File: config.mk
export PLATFORM = sky130hd
export DESIGN_NAME = tmds_deserializer_1to10
export DESIGN_NICKNAME = d
export VERILOG_FILES = /design/src/rtl/tmds_pkg.sv /design/src/rtl/tmds_decoder_10to8.sv /design/src/rtl/tmds_deserializer_1to10.sv
export SDC_FILE = /design/constraint.sdc
export NUM_CORES = 1
export LEC_CHECK = 0
export CORE_MARGIN = 8
export CORE_UTILIZATION = 55
export DETAILED_ROUTE_END_ITERATION = 12
export MAX_ROUTING_LAYER = met4
export PLACE_DENSITY = 0.88
export SYNTH_ARGS = -nofsm -noshare
export SYNTH_HDL_FRONTEND = slang
export SYNTH_SLANG_ARGS = --single-unit
File: constraint.sdc
create_clock -name i_clk -period 4.4 [get_ports i_clk]
set_input_delay 0.66 -clock i_clk [delete_from_list [all_inputs] [get_ports i_clk]]
set_output_delay 0.66 -clock i_clk [all_outputs]
set_load 0.03 [all_outputs]
File: src/rtl/tmds_pkg.sv
// tmds_pkg: TMDS control token constants, control code type and aligner state encoding
package tmds_pkg;
  typedef logic [1:0] ctrl_t;
  typedef enum logic [1:0] {SEARCH, CONFIRM, LOCKED} state_t;
  localparam logic [9:0] TOK_00 = 10'b1101010100;
  localparam logic [9:0] TOK_01 = 10'b0010101011;
  localparam logic [9:0] TOK_10 = 10'b0101010100;
  localparam logic [9:0] TOK_11 = 10'b1010101011;
  // Returns {hit, code}; code is only meaningful when hit is set.
  function automatic logic [2:0] tok_lookup(input logic [9:0] s);
    return s == TOK_00 ? 3'b100 : s == TOK_01 ? 3'b101 :
           s == TOK_10 ? 3'b110 : s == TOK_11 ? 3'b111 : 3'b000;
  endfunction
endpackage

File: src/rtl/tmds_decoder_10to8.sv
// tmds_decoder_10to8: combinational TMDS 10b symbol to 8b pixel plus data-enable decode
module tmds_decoder_10to8 import tmds_pkg::*; (
  input  logic [9:0] sym_i,
  output logic [7:0] pixel_o,
  output logic       de_o
);
  logic [7:0] d;
  logic [2:0] hit;
  // Undo the optional inversion, then the XOR/XNOR transition chain.
  always_comb begin
    hit = tok_lookup(sym_i);
    d = sym_i[9] ? ~sym_i[7:0] : sym_i[7:0];
    pixel_o = d;
    for (int k = 1; k < 8; k++) pixel_o[k] = d[k] ^ d[k-1] ^ ~sym_i[8];
    de_o = ~hit[2];
  end
endmodule

File: src/rtl/tmds_deserializer_1to10.sv
// tmds_deserializer_1to10: serial TMDS word aligner; define TMDS_DECODE_EN to add pixel decode
module tmds_deserializer_1to10 import tmds_pkg::*; #(
  parameter int LOCK_TOKENS   = 8,
  parameter int UNLOCK_TOKENS = 4
) (
  input  logic       i_clk,
  input  logic       i_rst_n,
  input  logic       i_data,
  output logic [9:0] o_data,
  output logic       o_valid,
  output logic       o_locked,
  output logic [1:0] o_ctrl,
  output logic       o_token,
  output logic [7:0] o_pixel,
  output logic       o_de
);
  localparam int TW = $clog2(LOCK_TOKENS + 1);
  localparam int MW = $clog2(UNLOCK_TOKENS + 1);
  state_t        state_q, state_d;
  logic [9:0]    sr_q, data_q;
  logic [3:0]    phase_q, phase_d;
  logic [TW-1:0] tcnt_q, tcnt_d, tinc;
  logic [MW-1:0] mcnt_q, mcnt_d, minc;
  logic          seen_q, seen_d, strobe, ph0, valid_q, locked_q, token_q;
  ctrl_t         ctrl_q;
  logic [2:0]    hit;
  // Alignment FSM: token search, phase-0 confirmation, misalignment tracking while locked.
  always_comb begin
    hit = tok_lookup(sr_q);
    ph0 = phase_q == 4'd0;
    tinc = int'(tcnt_q) >= LOCK_TOKENS ? tcnt_q : tcnt_q + 1'b1;
    minc = int'(mcnt_q) >= UNLOCK_TOKENS ? mcnt_q : mcnt_q + 1'b1;
    state_d = state_q;
    tcnt_d = tcnt_q;
    mcnt_d = mcnt_q;
    phase_d = phase_q == 4'd9 ? 4'd0 : phase_q + 4'd1;
    seen_d = ph0 ? 1'b0 : seen_q | hit[2];
    strobe = 1'b0;
    case (state_q)
      SEARCH: if (hit[2]) begin
        state_d = CONFIRM;
        tcnt_d = TW'(1);
        phase_d = 4'd1;
      end
      CONFIRM: if (ph0) begin
        tcnt_d = hit[2] ? tinc : '0;
        state_d = !hit[2] ? SEARCH : int'(tinc) >= LOCK_TOKENS ? LOCKED : CONFIRM;
        mcnt_d = '0;
      end
      LOCKED: if (ph0) begin
        mcnt_d = hit[2] ? '0 : seen_q ? minc : mcnt_q;
        if (int'(mcnt_d) >= UNLOCK_TOKENS) begin
          state_d = SEARCH;
          tcnt_d = '0;
          mcnt_d = '0;
        end else strobe = 1'b1;
      end
      default: state_d = SEARCH;
    endcase
  end
  // Shift register, FSM state and strobed symbol outputs.
  always_ff @(posedge i_clk or negedge i_rst_n) begin
    if (!i_rst_n) begin
      state_q <= SEARCH;
      sr_q <= '0;
      phase_q <= '0;
      tcnt_q <= '0;
      mcnt_q <= '0;
      seen_q <= 1'b0;
      valid_q <= 1'b0;
      locked_q <= 1'b0;
      data_q <= '0;
      token_q <= 1'b0;
      ctrl_q <= '0;
    end else begin
      state_q <= state_d;
      sr_q <= {i_data, sr_q[9:1]};
      phase_q <= phase_d;
      tcnt_q <= tcnt_d;
      mcnt_q <= mcnt_d;
      seen_q <= seen_d;
      valid_q <= strobe;
      locked_q <= state_d == LOCKED;
      if (strobe) begin
        data_q <= sr_q;
        token_q <= hit[2];
        if (hit[2]) ctrl_q <= hit[1:0];
      end
    end
  end
  assign o_data = data_q;
  assign o_valid = valid_q;
  assign o_locked = locked_q;
  assign o_ctrl = ctrl_q;
  assign o_token = token_q;
`ifdef TMDS_DECODE_EN
  logic [7:0] pix_d, pixel_q;
  logic       de_d, de_q;
  tmds_decoder_10to8 u_dec (.sym_i(sr_q), .pixel_o(pix_d), .de_o(de_d));
  // Decoded pixel and data enable follow the symbol strobe.
  always_ff @(posedge i_clk or negedge i_rst_n) begin
    if (!i_rst_n) begin
      pixel_q <= '0;
      de_q <= 1'b0;
    end else if (strobe) begin
      pixel_q <= pix_d;
      de_q <= de_d;
    end
  end
  assign o_pixel = pixel_q;
  assign o_de = de_q;
`else
  assign o_pixel = '0;
  assign o_de = 1'b0;
`endif
endmodule

==> impl_results.md <==
- Die area: 5500 sq um
- Synth area leaders: dfrtp_1 (52%), mux2_2 (6.7%), ha_1 (5.4%)
- Synth Instances: 166
- Fill count: 248
- Total of warnings raised by yosys: 0
- Core Rows: 21
- Wire length per cell: 14.7 microns
- Dpl cells: 224
- Routed WL: 3.40 mm
- DR vias: between 1,000 and 1,500
- CTS tree: yes
- Max Slew Vio Count: 0
- Worst endpoint required time: around 4.7 ns
- GRT Residual Overflow: 0
- Largest net degree at the start of global routing: 40
- Max Freq: ~0.42 GHz
- Cell Pwr Density: 366 nW/um^2
- Post_cts resized: 0
- Final setup viols: 0
- IO Port Bufs: 17
- Register-to-register setup slack: roughly 2.0 ns
- Critical Path AT: 2.64 ns
- CTS buffer count: 5
- Synth area leader: dfrtp_1
- Number of flops mapped to enable cells by yosys: 0
- Leakage power: 0.983 nW
- First element of the critical path: state_q[0]$_DFF_PN0_
- Critical path, cell by cell: inv_1, ha_1, inv_1, a211o_1, nand3_2, and2_1, mux2_2
- Die Span Y: between 70 and 80 microns
- Max incr delay on CP: just under 0.6 ns
- Status: completed
- Setup Buffers After CTS: 0
- FF+latch count, synth: 39
- Routed Antenna Nets: 0
- Critical-path top delay cell: and2_1
- First-pass GRT wire length: 5.89 mm
- Setup TNS: 0 ns
- Type of the worst min-delay path: reg2reg
- GRT Overall Usage: 14.3%
- Yosys cell types: 42
- Peak supply drop: ~0.24 mV
- Measured slew at the worst slew-check pin: 0.671 ns
- Final Wtd Congestion: 0.949
- Sequential element share of the synthesized area: 52.5%
- DRT Pass-1 Iters: 4
- Worst-skew pair later-pin latency: roughly 0.35 ns
- Maxcap violations: 0
- CP bufs+invs: 2
- Synth Flop Type: dfrtp_1
- Initial drt markers: 97
- Via density: roughly 5.5
- Synth top area share: 52.5%
- Asr flop ratio synth: 100%
- CP Max Fanout: 15
- Layout area overhead: 13.1%
- Residual DRC: 0
- Max-slew headroom: 55.3%
- Ratio of cells with drive above 1 in the final layout: between 10% and 20%
- Skew final: 0.00778 ns
- Final period demand of the worst path: 2.39 ns
- Via count of the first global-routing pass: 1,302
- Fin. Hold Viols: 0
- ANT cells: 0
- Clock tree buffer depth: 2
- Initial Util: a little under three fifths
- Cts hold-fix bufs: 0
- Worst R2R Start: state_q[0]$_DFF_PN0_
- Core ar.: 3280 sq um
- Post-DP HPWL: 2.45 mm
- Unrepaired setup endpoints after global routing: no
- Fin cells: 231
- Antenna violations before repair: 0
- Synthesized cell area: 1860 sq um
- I/O pin cnt: 27
- Sink Count: 39
- Post-Syn Area per Cell: 11.2 sq um
- H-tree depth: 2
- Clock slew at reported path FFs: ~0.11 ns
- Clock Root Buffer: clkbuf_4
- Worst Setup Start Kind: register
- CP Class: reg2reg
- Die width: approximately 74 microns
- CP delay by family, top: simple AND/OR/NAND/NOR gates
- Crit end category: register
- Nets: 196
- Hold Crit Start: sr_q[8]$_DFF_PN0_
- Final worst path period share: 54.2%
- CP dominant cell by count: inv_1
final cells by class:
cell class	count	area (sq um)	area share (%)
multi-input combinational	112	785	37.3
tap	46	57.6	2.73
clock buffer	5	37.5	1.78
sequential	39	976	46.4
inverter	9	33.8	1.61
timing repair buffer	18	178	8.44
clock inverter	2	37.5	1.78
logic make-up (layout without fill, tap and decap cells):
| logic type | after synthesis | in the layout | synth area share, % |
|---|---|---|---|
| AOI/OAI and AO/OA | 27 | 27 | 9.62 |
| xor gates and xnor gates | 1 | 1 | 0.471 |
| adders and majority gates | 8 | 8 | 5.38 |
| buffers and inverters | 23 | 34 | 6.99 |
| DFF | 39 | 39 | 52.5 |
| muxes | 13 | 13 | 7.73 |
| other | 1 | 9 | 0.202 |
| and+or+nand+nor | 54 | 54 | 17.1 |
metrics by stage:
| step | instance area (sq um) | total power [mW] | util, % | setup slack (ns) | hold slack (ns) |
|---|---|---|---|---|---|
| after floorplan | 1890 | 0.521 | - | 2.41 | 0.364 |
| after global placement | 2030 | 0.536 | 61.8 | 2.19 | 0.399 |
| after detailed placement | 2030 | 0.547 | 61.8 | 2.04 | 0.402 |
| after CTS | 2100 | 0.778 | 64.1 | 2.00 | 0.429 |
| after global routing | 2100 | 0.809 | 64.1 | 1.89 | 0.440 |
| final | 2100 | 0.771 | 64.1 | 2.01 | 0.430 |
worst paths after layout:
path | end | depth (start not counted)
worst min-delay path | sr_q[7]$_DFF_PN0_ | 0
worst max-delay path | o_data[7]$_DFFE_PN0N_ | 7
min in group asynchronous | sr_q[0]$_DFF_PN0_ | 2
worst max register to register | o_data[7]$_DFFE_PN0N_ | 7
worst min register to register | sr_q[7]$_DFF_PN0_ | 0
max in group asynchronous | tcnt_q[3]$_DFFE_PN0P_ | 2
cells in the mapped netlist, types with 4 or more instances:
cell,number
a21oi_1,6
and3_1,4
buf_4,9
dfrtp_1,39
ha_1,8
inv_1,9
mux2_2,11
nand2_1,10
nand3_1,8
nor2_1,13
nor2b_1,4
o21ai_0,6
report_power, final:
part	leakage (nW)	total (mW)	switching, mW	internal [mW]
Sequential	0.509	0.420	0.0350	0.385
Clock	0.0373	0.231	0.115	0.116
Combinational	0.437	0.119	0.0705	0.0489
sequential cells by signal, indices dropped and copies added (netlist names):
register	flops
o_valid	1
state_q	2
o_data	10
sr_q	10
o_token	1
tcnt_q	4
o_ctrl	2
seen_q	1
phase_q	4
mcnt_q	3
o_locked	1
routing by layer:
layer  global-route usage [%]  up-vias  share of wire, %
met5                        -        -                 0
met1                     15.9      615                44
met4                     7.76        0               2.0
met2                     22.6       40                48
met3                     4.45        5               7.0
li1                         -      602                 -
worst register-to-register path: cells and delay by family (launching register included):
family,cells,cell delay (ns)
flip-flops,1,0.43
adder cells (fa/ha/maj),1,0.27
multiplexers,1,0.41
buffers and inverters,2,0.19
AND/OR/NAND/NOR,2,0.70
AO/OA/AOI/OAI,1,0.29
placed cells by master (no fill, tap or decap), types with 6 or more instances in the layout:
| cell type | count |
|---|---|
| mux2_2 | 11 |
| ha_1 | 8 |
| nand3_1 | 8 |
| a21oi_1 | 6 |
| nor2_1 | 13 |
| dfrtp_1 | 39 |
| o21ai_0 | 6 |
| conb_1 | 9 |
| inv_1 | 9 |
| nand2_1 | 10 |
| clkdlybuf4s50_1 | 17 |
(Power assumes the default switching activity.)
